==> src/rtl/mem_arbiter.sv <==
// mem_arbiter: shares one single-port memory between the fetch and memory stages,
// running each access through issue, latency wait and a one-cycle completion pulse.
module mem_arbiter #(
  parameter int ADDRESS_WIDTH = 32,
  parameter int DATA_WIDTH    = 32,
  parameter int MEM_LATENCY   = 2
) (
  input  logic                     clk,
  input  logic                     rst,
  input  logic                     if_req,
  input  logic [ADDRESS_WIDTH-1:0] if_addr,
  output logic [DATA_WIDTH-1:0]    if_rdata,
  output logic                     if_valid,
  input  logic                     dm_req,
  input  logic                     dm_we,
  input  logic [ADDRESS_WIDTH-1:0] dm_addr,
  input  logic [DATA_WIDTH-1:0]    dm_wdata,
  output logic [DATA_WIDTH-1:0]    dm_rdata,
  output logic                     dm_valid,
  output logic                     stall_f,
  output logic                     stall_m,
  output logic                     mem_en,
  output logic                     mem_we,
  output logic [ADDRESS_WIDTH-1:0] mem_addr,
  output logic [DATA_WIDTH-1:0]    mem_wdata,
  input  logic [DATA_WIDTH-1:0]    mem_rdata
);

  localparam logic [1:0] S_IDLE  = 2'd0;
  localparam logic [1:0] S_ISSUE = 2'd1;
  localparam logic [1:0] S_WAIT  = 2'd2;
  localparam logic [1:0] S_DONE  = 2'd3;

  localparam logic OWN_FETCH = 1'b0;
  localparam logic OWN_DATA  = 1'b1;

  localparam logic [3:0] CNT_LOAD = 4'(MEM_LATENCY - 1);

  logic [1:0]               state_q,      state_d;
  logic                     owner_q,      owner_d;
  logic                     last_owner_q, last_owner_d;
  logic [ADDRESS_WIDTH-1:0] addr_q,       addr_d;
  logic                     we_q,         we_d;
  logic [DATA_WIDTH-1:0]    wdata_q,      wdata_d;
  logic [3:0]               cnt_q,        cnt_d;
  logic [DATA_WIDTH-1:0]    if_rdata_q,   if_rdata_d;
  logic [DATA_WIDTH-1:0]    dm_rdata_q,   dm_rdata_d;
  logic                     if_valid_q,   if_valid_d;
  logic                     dm_valid_q,   dm_valid_d;
  logic                     mem_en_q,     mem_en_d;
  logic                     mem_we_q,     mem_we_d;

  logic grant_s;
  logic grant_data_s;
  logic to_done_s;

  // Round-robin arbitration: on a tie the requester not served last wins.
  always_comb begin
    if (if_req && dm_req) begin
      grant_s      = 1'b1;
      grant_data_s = (last_owner_q == OWN_FETCH);
    end else if (dm_req) begin
      grant_s      = 1'b1;
      grant_data_s = 1'b1;
    end else if (if_req) begin
      grant_s      = 1'b1;
      grant_data_s = 1'b0;
    end else begin
      grant_s      = 1'b0;
      grant_data_s = 1'b0;
    end
  end

  // Access sequencer next-state logic.
  always_comb begin
    state_d      = state_q;
    owner_d      = owner_q;
    last_owner_d = last_owner_q;
    addr_d       = addr_q;
    we_d         = we_q;
    wdata_d      = wdata_q;
    cnt_d        = cnt_q;
    if_rdata_d   = if_rdata_q;
    dm_rdata_d   = dm_rdata_q;
    mem_en_d     = 1'b0;
    mem_we_d     = 1'b0;
    to_done_s    = 1'b0;

    case (state_q)
      S_IDLE: begin
        if (grant_s) begin
          owner_d      = grant_data_s;
          last_owner_d = grant_data_s;
          addr_d       = grant_data_s ? dm_addr : if_addr;
          we_d         = grant_data_s & dm_we;
          wdata_d      = grant_data_s ? dm_wdata : wdata_q;
          mem_en_d     = 1'b1;
          mem_we_d     = grant_data_s & dm_we;
          state_d      = S_ISSUE;
        end else begin
          state_d = S_IDLE;
        end
      end
      S_ISSUE: begin
        if (we_q) begin
          to_done_s = 1'b1;
          state_d   = S_DONE;
        end else begin
          cnt_d   = CNT_LOAD;
          state_d = S_WAIT;
        end
      end
      S_WAIT: begin
        if (cnt_q == 4'd0) begin
          // The read word is on mem_rdata in exactly this cycle.
          if (owner_q == OWN_DATA) begin
            dm_rdata_d = mem_rdata;
          end else begin
            if_rdata_d = mem_rdata;
          end
          to_done_s = 1'b1;
          state_d   = S_DONE;
        end else begin
          cnt_d   = cnt_q - 4'd1;
          state_d = S_WAIT;
        end
      end
      S_DONE: begin
        state_d = S_IDLE;
      end
      default: begin
        state_d = S_IDLE;
      end
    endcase

    if (to_done_s) begin
      if_valid_d = (owner_q == OWN_FETCH);
      dm_valid_d = (owner_q == OWN_DATA);
    end else begin
      if_valid_d = 1'b0;
      dm_valid_d = 1'b0;
    end
  end

  // State and output registers with synchronous reset.
  always_ff @(posedge clk) begin
    if (rst) begin
      state_q      <= S_IDLE;
      owner_q      <= OWN_FETCH;
      last_owner_q <= OWN_FETCH;
      addr_q       <= {ADDRESS_WIDTH{1'b0}};
      we_q         <= 1'b0;
      wdata_q      <= {DATA_WIDTH{1'b0}};
      cnt_q        <= 4'd0;
      if_rdata_q   <= {DATA_WIDTH{1'b0}};
      dm_rdata_q   <= {DATA_WIDTH{1'b0}};
      if_valid_q   <= 1'b0;
      dm_valid_q   <= 1'b0;
      mem_en_q     <= 1'b0;
      mem_we_q     <= 1'b0;
    end else begin
      state_q      <= state_d;
      owner_q      <= owner_d;
      last_owner_q <= last_owner_d;
      addr_q       <= addr_d;
      we_q         <= we_d;
      wdata_q      <= wdata_d;
      cnt_q        <= cnt_d;
      if_rdata_q   <= if_rdata_d;
      dm_rdata_q   <= dm_rdata_d;
      if_valid_q   <= if_valid_d;
      dm_valid_q   <= dm_valid_d;
      mem_en_q     <= mem_en_d;
      mem_we_q     <= mem_we_d;
    end
  end

  assign if_rdata  = if_rdata_q;
  assign dm_rdata  = dm_rdata_q;
  assign if_valid  = if_valid_q;
  assign dm_valid  = dm_valid_q;
  assign mem_en    = mem_en_q;
  assign mem_we    = mem_we_q;
  assign mem_addr  = addr_q;
  assign mem_wdata = wdata_q;

  assign stall_f = if_req & ~if_valid_q;
  assign stall_m = dm_req & ~dm_valid_q;

endmodule

==> config.mk <==
export PLATFORM = sky130hd
export DESIGN_NAME = mem_arbiter
export DESIGN_NICKNAME = d
export VERILOG_FILES = /design/src/rtl/mem_arbiter.sv
export SDC_FILE = /design/constraint.sdc
export NUM_CORES = 1
export LEC_CHECK = 0
export CELL_PAD_IN_SITES_DETAIL_PLACEMENT = 0
export CELL_PAD_IN_SITES_GLOBAL_PLACEMENT = 1
export CORE_MARGIN = 1
export CORE_UTILIZATION = 42
export CTS_CLUSTER_SIZE = 25
export DETAILED_ROUTE_END_ITERATION = 7
export DONT_BUFFER_PORTS = 1
export PLACE_DENSITY = 0.73
export SYNTH_ARGS = -nofsm -noshare
export SYNTH_HDL_FRONTEND = slang
export SYNTH_SLANG_ARGS = --single-unit
==> constraint.sdc <==
create_clock -name clk -period 1.9 [get_ports clk]
set_input_delay 0.19 -clock clk [delete_from_list [all_inputs] [get_ports clk]]
set_output_delay 0.19 -clock clk [all_outputs]
set_load 0.03 [all_outputs]
# Word level (Yosys, flattened, before mapping)
# Index checks and enable logic that the tools add are counted.
[op_classes] eq_ne=5 mux=17 n_reduce_logical=12 n_bitwise=9 add_sub_neg=1
[ops] operator="$mux W32" count=1
[ops] operator="$reduce_and A3 Y1" count=4
[ops] operator="$mux W1" count=11
[ops] operator="$mux W4" count=2
[ops] operator="$pmux W2 S4" count=1
[ops] operator="$pmux W4 S2" count=1
[ops] operator="$not A1 Y1" count=6
[ops] operator="$eq A2 B2 Y1 const B" count=2
[ops] operator="$logic_not A4 Y1" count=1
[ops] operator="$ne A2 B2 Y1 const B" count=2
[ops] operator="$reduce_or A2 Y1" count=2
[ops] operator="$sub A4 B1 Y4 const B" count=1
[ops] operator="$and A1 B1 Y1" count=3
[ops] operator="$reduce_or A3 Y1" count=1
[ops] operator="$eq A2 B1 Y1 const B" count=1
[ops] operator="$logic_not A2 Y1" count=1
[ops] operator="$pmux W1 S2" count=1
[ops] operator="$reduce_and A2 Y1" count=1
[ops] operator="$reduce_bool A2 Y1" count=1
[ops] operator="$logic_and A1 B1 Y1" count=1
[word_totals] ff_bits=140 elab_cells=56 in_bits=133

# Longest topological paths before layout
# Gate-level depths: netlist (run 1).
[logic_depth] ltp_word=5 mapped_depth=8

# Worst setup path after synthesis (run 1)
# Ideal clock, no wire load.
[synth_timing] kind="flip-flop to flip-flop" from="reg state_q[0]" to="reg cnt_q[2]" path_buffers=2 t_arrival_ps=1383 stages_incl_launch_ff=8 synth_period_minus_slack_ps=1516 required_time_ps=1768 setup_time_ps=132 path_slack_ps=384 cell_sequence="dfxtp_1 > inv_1 > ha_1 > and4bb_1 > buf_2 > buf_6 > o31ai_1 > a21oi_1"
[synth_via] elab_chain_cells=3
[synth_rtl] item="start, declared" line_no="39" rtl="logic [1:0] state_q, state_d;"
[synth_rtl] item="start signal, assigned" line_no="162" rtl="state_q <= state_d;"
[synth_rtl] item="$eq A2 B2 Y1 / $eq A2 B1 Y1 (equally long branches)" line_no="89" rtl="case (state_q)"
[synth_rtl] item="$ne A2 B2 Y1 (no line) / $reduce_bool A2 Y1 (equally long branches)"
[synth_rtl] item="$reduce_and A3 Y1 (no line)"
[synth_rtl] item="end signal, assigned" line_no="168" rtl="cnt_q <= cnt_d;"
[synth_rtl] item="end, declared" line_no="45" rtl="logic [3:0] cnt_q, cnt_d;"
# Several ways; a longest one is shown, not always the timed one.
# A chain may end at the register's enable or synchronous reset.

# Worst setup path in the final report (run 1)
[layout_timing] from="reg state_q[0]" to="reg if_valid_q (netlist: if_valid)"
[layout_via] elab_chain_cells=4
[layout_rtl] item="$eq A2 B2 Y1 / $eq A2 B1 Y1 (equally long branches)" line_no="89"
[layout_rtl] item="$pmux W1 S2 (*)" line_no="89"
[layout_rtl] item="$not A1 Y1 (no line) (*)"
[layout_rtl] item="$reduce_or A2 Y1 (no line) (*)"
[layout_rtl] item="end signal, assigned" line_no="171" rtl="if_valid_q <= if_valid_d;"
[layout_rtl] item="end, declared" line_no="48" rtl="logic if_valid_q, if_valid_d;"
# Mark *: on every way between the ends. The rest lies on a longest branch, timed or not.

==> flow_summary.toml, run 1 <==
[sta]
final.setup.tns_ns = 0
hold_viol_final = 134
rsz0062_at_grt = "no"
fmax_mhz = 563
slew_viol_final = 0
post-route-worst-setup-slack_ns = 0.122
maxSlewHeadroom = 0.565
finalCritPeriodShare = 0.936
holdWs_ns = -0.147
finClkSkew_ns = 0.00586
setup_viol = 0
worst_pin_slew_ns = 0.650
fin_crit_ns = 1.78

[worst_setup_path]
critPathKind = "flip-flop to flip-flop"
crit_arrival_ns = 2.05
crit_fanout = 3
startpoint_type = "flip-flop"
required_ns = 2.17
end_kind = "flip-flop"

[status]
outcome = "complete, but fails checks"
violations = "negative hold slack"

[detailed_routing]
drc = 0
first_pass_iters = 5
dr.first_iter.drc_count = 345
ant_nets = 0
routed_wl_mm = 15.1
wl_per_cell_um = 18.3
vias_per_cell = 5.87
num_vias = 4868

[clock_tree]
path_clk_slew_ns = 0.06
clk_latency_ns = 0.41
clockRootBuffer = "clkbuf_16"
clock_path_buffers = 2
numCtsBuffers = 17
cts_sinks = 140
post_cts_buffers = 0
cts_tree = "built"
htreeDepth = 4
postCtsHoldBufs = 4

[die]
start_util = 0.437
core_area_um2 = 12800
die_w_um = 117
io_pins = 267
num_rows = 41
dieArea_um2 = 13800
die_h_um = 117

[placement]
dp_hpwl_mm = 9.64
port_buffers = 0
routabilityCongestion = 0.826
post-place-ws_ns = 0.171

[global_route]
grt_first_pass_wirelength_mm = 23.8
antenna_found_initial = 0
grt_util_all_layers = 0.214
grt-ovfl-total = 0
grt_pass1_vias = 4506
grt_max_degree = 138

[yosys]
synthSimpleGateAreaFrac = 0.176
synth_top_area_share = 0.502
synth_area_leaders = "dfxtp_1 (50%), a21oi_1 (9.1%), o21ai_0 (8.9%)"
synth_top_cell_by_area = "dfxtp_1"
synth.net_count = 819
synth_fa_ha_area_frac = 0.0134
synth-xor-area-share = 0
synth.distinct_cells = 34
avgSynthCellArea_um2 = 8.22
syn_area_um2 = 5590
synthMuxAreaShare = 0
seq_area_frac_synth = 0.502
synth_top_family_by_area = "compound AO/OA/AOI/OAI gates"
syn_inst = 680
yosys_warnings = 0
ys_ff_latch = 140
synth-compound-area-share = 0.245

[pwr]
p_seq_frac = 0.445
comb_power_share = 0.218
p_clk_frac = 0.336
leakage_nw = 2.19
p_switching_mw = 4.11
vdd_drop_max_uv = 698
sw_frac_of_total = 0.379
p_int_mw = 6.74
power_density_nw_per_um2 = 1710
power.total_mw = 10.9

[cells_and_area]
fill_cells = 1218
area_delta_synth_final_pct = 13.8
n_antenna_cell = 0
drive_above_1_share = 0.0807
final_nets = 783

[job]
max_cap_viol_count = 0

[hold_path]
hp-class = "input port to flip-flop"
[cells by family after synthesis]
logic type / Yosys count
AO/OA/AOI/OAI: 243
adder cells (fa/ha/maj): 6
buffers and inverters: 78
flip-flops: 140
AND/OR/NAND/NOR: 213
[power by group through the flow]
stage / combinational (mW) / sequential [mW] / clock [mW]
4_1_cts: 2.37 / 4.84 / 3.73
3_5_place_dp: 2.33 / 4.91 / 0
3_3_place_gp: 2.24 / 4.89 / 0
5_1_grt: 2.67 / 4.89 / 3.86
6_report: 2.37 / 4.84 / 3.65
2_1_floorplan: 1.91 / 4.76 / 0
[final timing paths]
kind / from / end / slack (ns) / depth (start not counted)
setup / recovery: state_q[0]$_SDFF_PP0_ / if_valid$_SDFF_PP0_ / 0.12 / 5
hold / removal: rst / mem_wdata[15]$_SDFFE_PP0P_ / -0.15 / 1
setup reg to reg: state_q[0]$_SDFF_PP0_ / if_valid$_SDFF_PP0_ / 0.12 / 5
hold reg to reg: cnt_q[3]$_SDFFE_PP0P_ / cnt_q[3]$_SDFFE_PP0P_ / 0.50 / 2
[registers in the layout, summed over array words and instances, names as in the netlist]
register	flops
dm_rdata	32
if_rdata	32
mem_addr	32
mem_wdata	32
cnt_q	4
state_q	2
dm_valid	1
if_valid	1
last_owner_q	1
mem_en	1
mem_we	1
we_q	1
[placed cells by master, fill, tap and decap left out, types with 6 or more instances in the layout]
cell type / netlist / routed
buf_4: 3 / 7
ha_1: 6 / 6
buf_12: 0 / 6
nand2_1: 65 / 65
nor2_1: 35 / 35
dfxtp_1: 140 / 139
nand3_1: 97 / 97
o21ai_0: 99 / 98
a311oi_1: 32 / 32
clkbuf_16: 0 / 17
a21oi_1: 102 / 102
[metrics by stage]
step / instance area (um2) / hold WS (ns) / cells / utilization
2_1_floorplan: 5590 / 0.276 / 680 / -
3_3_place_gp: 5650 / 0.268 / 793 / 0.443
3_5_place_dp: 5650 / 0.269 / 793 / 0.443
4_1_cts: 6350 / -0.168 / 829 / 0.497
5_1_grt: 6360 / -0.169 / 829 / 0.498
6_report: 6360 / -0.147 / 829 / 0.498
[worst max-delay path, stage by stage (launching register included)]
cell	delay, ns
dfxtp_1	0.35
inv_1	0.09
ha_1	0.34
nor2b_1	0.14
dlygate4sd3_1	0.57
nor3b_2	0.16
[per-layer routing]
layer,up-vias,track usage,wire (um)
li1,2345,-,-
met3,22,0.0880,1430
met4,0,0.0844,239
met2,210,0.352,7410
met5,-,0,0
met1,2291,0.245,6070
[cell usage after synthesis]
cell / n
inv_2: 1
nand4bb_2: 1
a21boi_0: 1
o31ai_1: 1
and4_1: 1
o31a_1: 1
o21a_1: 1
clkbuf_2: 1
nor4_1: 1
a21bo_1: 1
clkbuf_1: 44
and4bb_1: 1
a211oi_1: 2
buf_6: 3
nor3b_1: 2
nand4_1: 2
nor2_1: 35
a21boi_2: 1
a311oi_1: 32
nand4b_1: 1
a22oi_1: 1
o21ai_0: 99
buf_4: 3
nor2b_1: 5
dfxtp_1: 140
nor3_1: 1
buf_2: 21
nand3_1: 97
and3_1: 1
ha_1: 6
a21bo_2: 1
nand2_1: 65
a21oi_1: 102
inv_1: 5
[timing repair]
item | in CTS | in global routing
gates resized for setup | 0 | 3
endpoints found under the hold margin | 140 | 134
setup endpoints to repair | 0 | 3
[cell type report]
| type | count | area, um2 | area share |
|---|---|---|---|
| flip-flops and latches | 140 | 2800 | 0.441 |
| multi-input cells | 462 | 2440 | 0.384 |
| clock buffers | 21 | 470 | 0.0740 |
| well taps | 172 | 215 | 0.0339 |
| repair buffers | 17 | 213 | 0.0335 |
| clock inverters | 11 | 189 | 0.0297 |
| inverters | 6 | 22.5 | 0.00354 |
Power figures use the tool's default switching activity.
==> run 2, diff against run 1 <==
PLACE_DENSITY = not set   (was 0.73)
PLACE_DENSITY_LB_ADDON = 0.1   (was not set)
clock period = 1.8 ns   (was 1.9 ns; I/O delays follow)
==> run 2 against run 1 <==
Via count fell by 0.33%. Register-to-register slack got worse by 0.04 ns. The flow still finishes with violations (negative hold slack). Combinational power rose by 7%. Die area did not move.
==> flow_summary.toml, run 2 (synthesis results as in run 1) <==
[global_route]
grt_first_pass_wirelength_mm = 24.0
grt_max_degree = 138
grt-ovfl-total = 0
antenna_found_initial = 0
grt_pass1_vias = 4606
grt_util_all_layers = 0.218

[detailed_routing]
num_vias = 4852
ant_nets = 0
dr.first_iter.drc_count = 341
vias_per_cell = 5.87
wl_per_cell_um = 18.5
drc = 0
routed_wl_mm = 15.3
first_pass_iters = 6

[placement]
dp_hpwl_mm = 9.60
dp.cells = 792
port_buffers = 0
routabilityCongestion = 0.776
place_area_um2 = 5650

[job]
max_cap_viol_count = 0

[worst_setup_path]
end_kind = "flip-flop"
critPathKind = "flip-flop to flip-flop"
crit_arrival_ns = 2.06
crit_fanout = 3
required_ns = 2.14
startpoint_type = "flip-flop"

[sta]
hold_viol_final = 134
fin_crit_ns = 1.72
finalCritPeriodShare = 0.956
slew_viol_final = 0
finClkSkew_ns = 0.00687
maxSlewHeadroom = 0.598
worst_pin_slew_ns = 0.601
setup_viol = 0
holdWs_ns = -0.177
fmax_mhz = 581

[clock_tree]
cts_tree = "built"
cts_sinks = 140
numCtsBuffers = 17
htreeDepth = 4
clockRootBuffer = "clkbuf_16"
postCtsHoldBufs = 4
clk_latency_ns = 0.42
clock_path_buffers = 2
path_clk_slew_ns = 0.06
post_cts_buffers = 0

[die]
num_rows = 41
io_pins = 267
dieArea_um2 = 13800
core_area_um2 = 12800
start_util = 0.437
die_h_um = 117
die_w_um = 117

[pwr]
p_int_mw = 6.84
p_switching_mw = 4.33
p_clk_frac = 0.316
vdd_drop_max_uv = 678
comb_power_share = 0.226
sw_frac_of_total = 0.387
p_seq_frac = 0.457
power_density_nw_per_um2 = 1780
leakage_nw = 2.16

[cells_and_area]
final_nets = 782
area_delta_synth_final_pct = 12.6
final_common_cell = "dfxtp_1"
fin_cells = 826
drive_above_1_share = 0.0749
n_antenna_cell = 0
design_area_um2 = 6290
mostFrequentLayoutCells = "dfxtp_1 (139), a21oi_1 (102), o21ai_0 (99), nand3_1 (97), nand2_1 (65)"

[hold_path]
hp-class = "input port to flip-flop"

[status]
violations = "negative hold slack"
outcome = "complete, but fails checks"
## run 2: critical path: stages, from the launching register on
cell,delay [ns]
dfxtp_1,0.34
inv_1,0.08
ha_2,0.34
nor2b_1,0.11
dlygate4sd3_1,0.58
nor3b_1,0.19
## run 2: path summary, 6_finish.rpt
path	start	end	slack (ns)	cells after the start
hold / removal	rst	mem_wdata[29]$_SDFFE_PP0P_	-0.18	1
hold reg to reg	cnt_q[1]$_SDFFE_PP0P_	cnt_q[1]$_SDFFE_PP0P_	0.51	2
setup / recovery	state_q[1]$_SDFF_PP0_	if_valid$_SDFF_PP0_	0.08	5
setup reg to reg	state_q[1]$_SDFF_PP0_	if_valid$_SDFF_PP0_	0.08	5
## run 2: power groups by stage
stage / Combinational (mW) / Clock (mW) / Sequential, mW
floorplan: 2.02 / 0 / 5.02
CTS: 2.51 / 3.61 / 5.11
global placement: 2.40 / 0 / 5.18
finish: 2.53 / 3.53 / 5.11
global route: 2.85 / 3.75 / 5.16
detailed placement: 2.47 / 0 / 5.18
## run 2: layout make-up
type | instances | area (um2)
clock buffers | 23 | 478
clock inverters | 7 | 114
fillers | 1256 | 6480
inverters | 6 | 22.5
multi-input cells | 462 | 2450
flip-flops and latches | 140 | 2800
well taps | 172 | 215
repair buffers | 16 | 205
## run 2: what timing repair did
item / CTS / global route
gates resized for setup: 0 / 3
endpoints found under the hold margin: 140 / 134
setup endpoints to repair: 0 / 31
## run 2: per-layer routing
layer / vias to the layer above / track usage / wire length (um)
met1: 2257 / 0.247 / 5930
met3: 36 / 0.0992 / 1610
li1: 2352 / - / -
met4: 0 / 0.111 / 481
met2: 207 / 0.345 / 7310
met5: - / 0 / 0
## run 2: stage by stage
step	worst slack [ns]	TNS (ns)	total power [mW]	hold slack [ns]	util
global placement	0.189	0	7.57	0.259	0.442
floorplan	0.284	0	7.04	0.266	-
CTS	0.0761	0	11.2	-0.190	0.491
global route	-0.0126	-0.0126	11.8	-0.198	0.492
finish	0.0793	0	11.2	-0.177	0.492
detailed placement	0.138	0	7.65	0.261	0.442
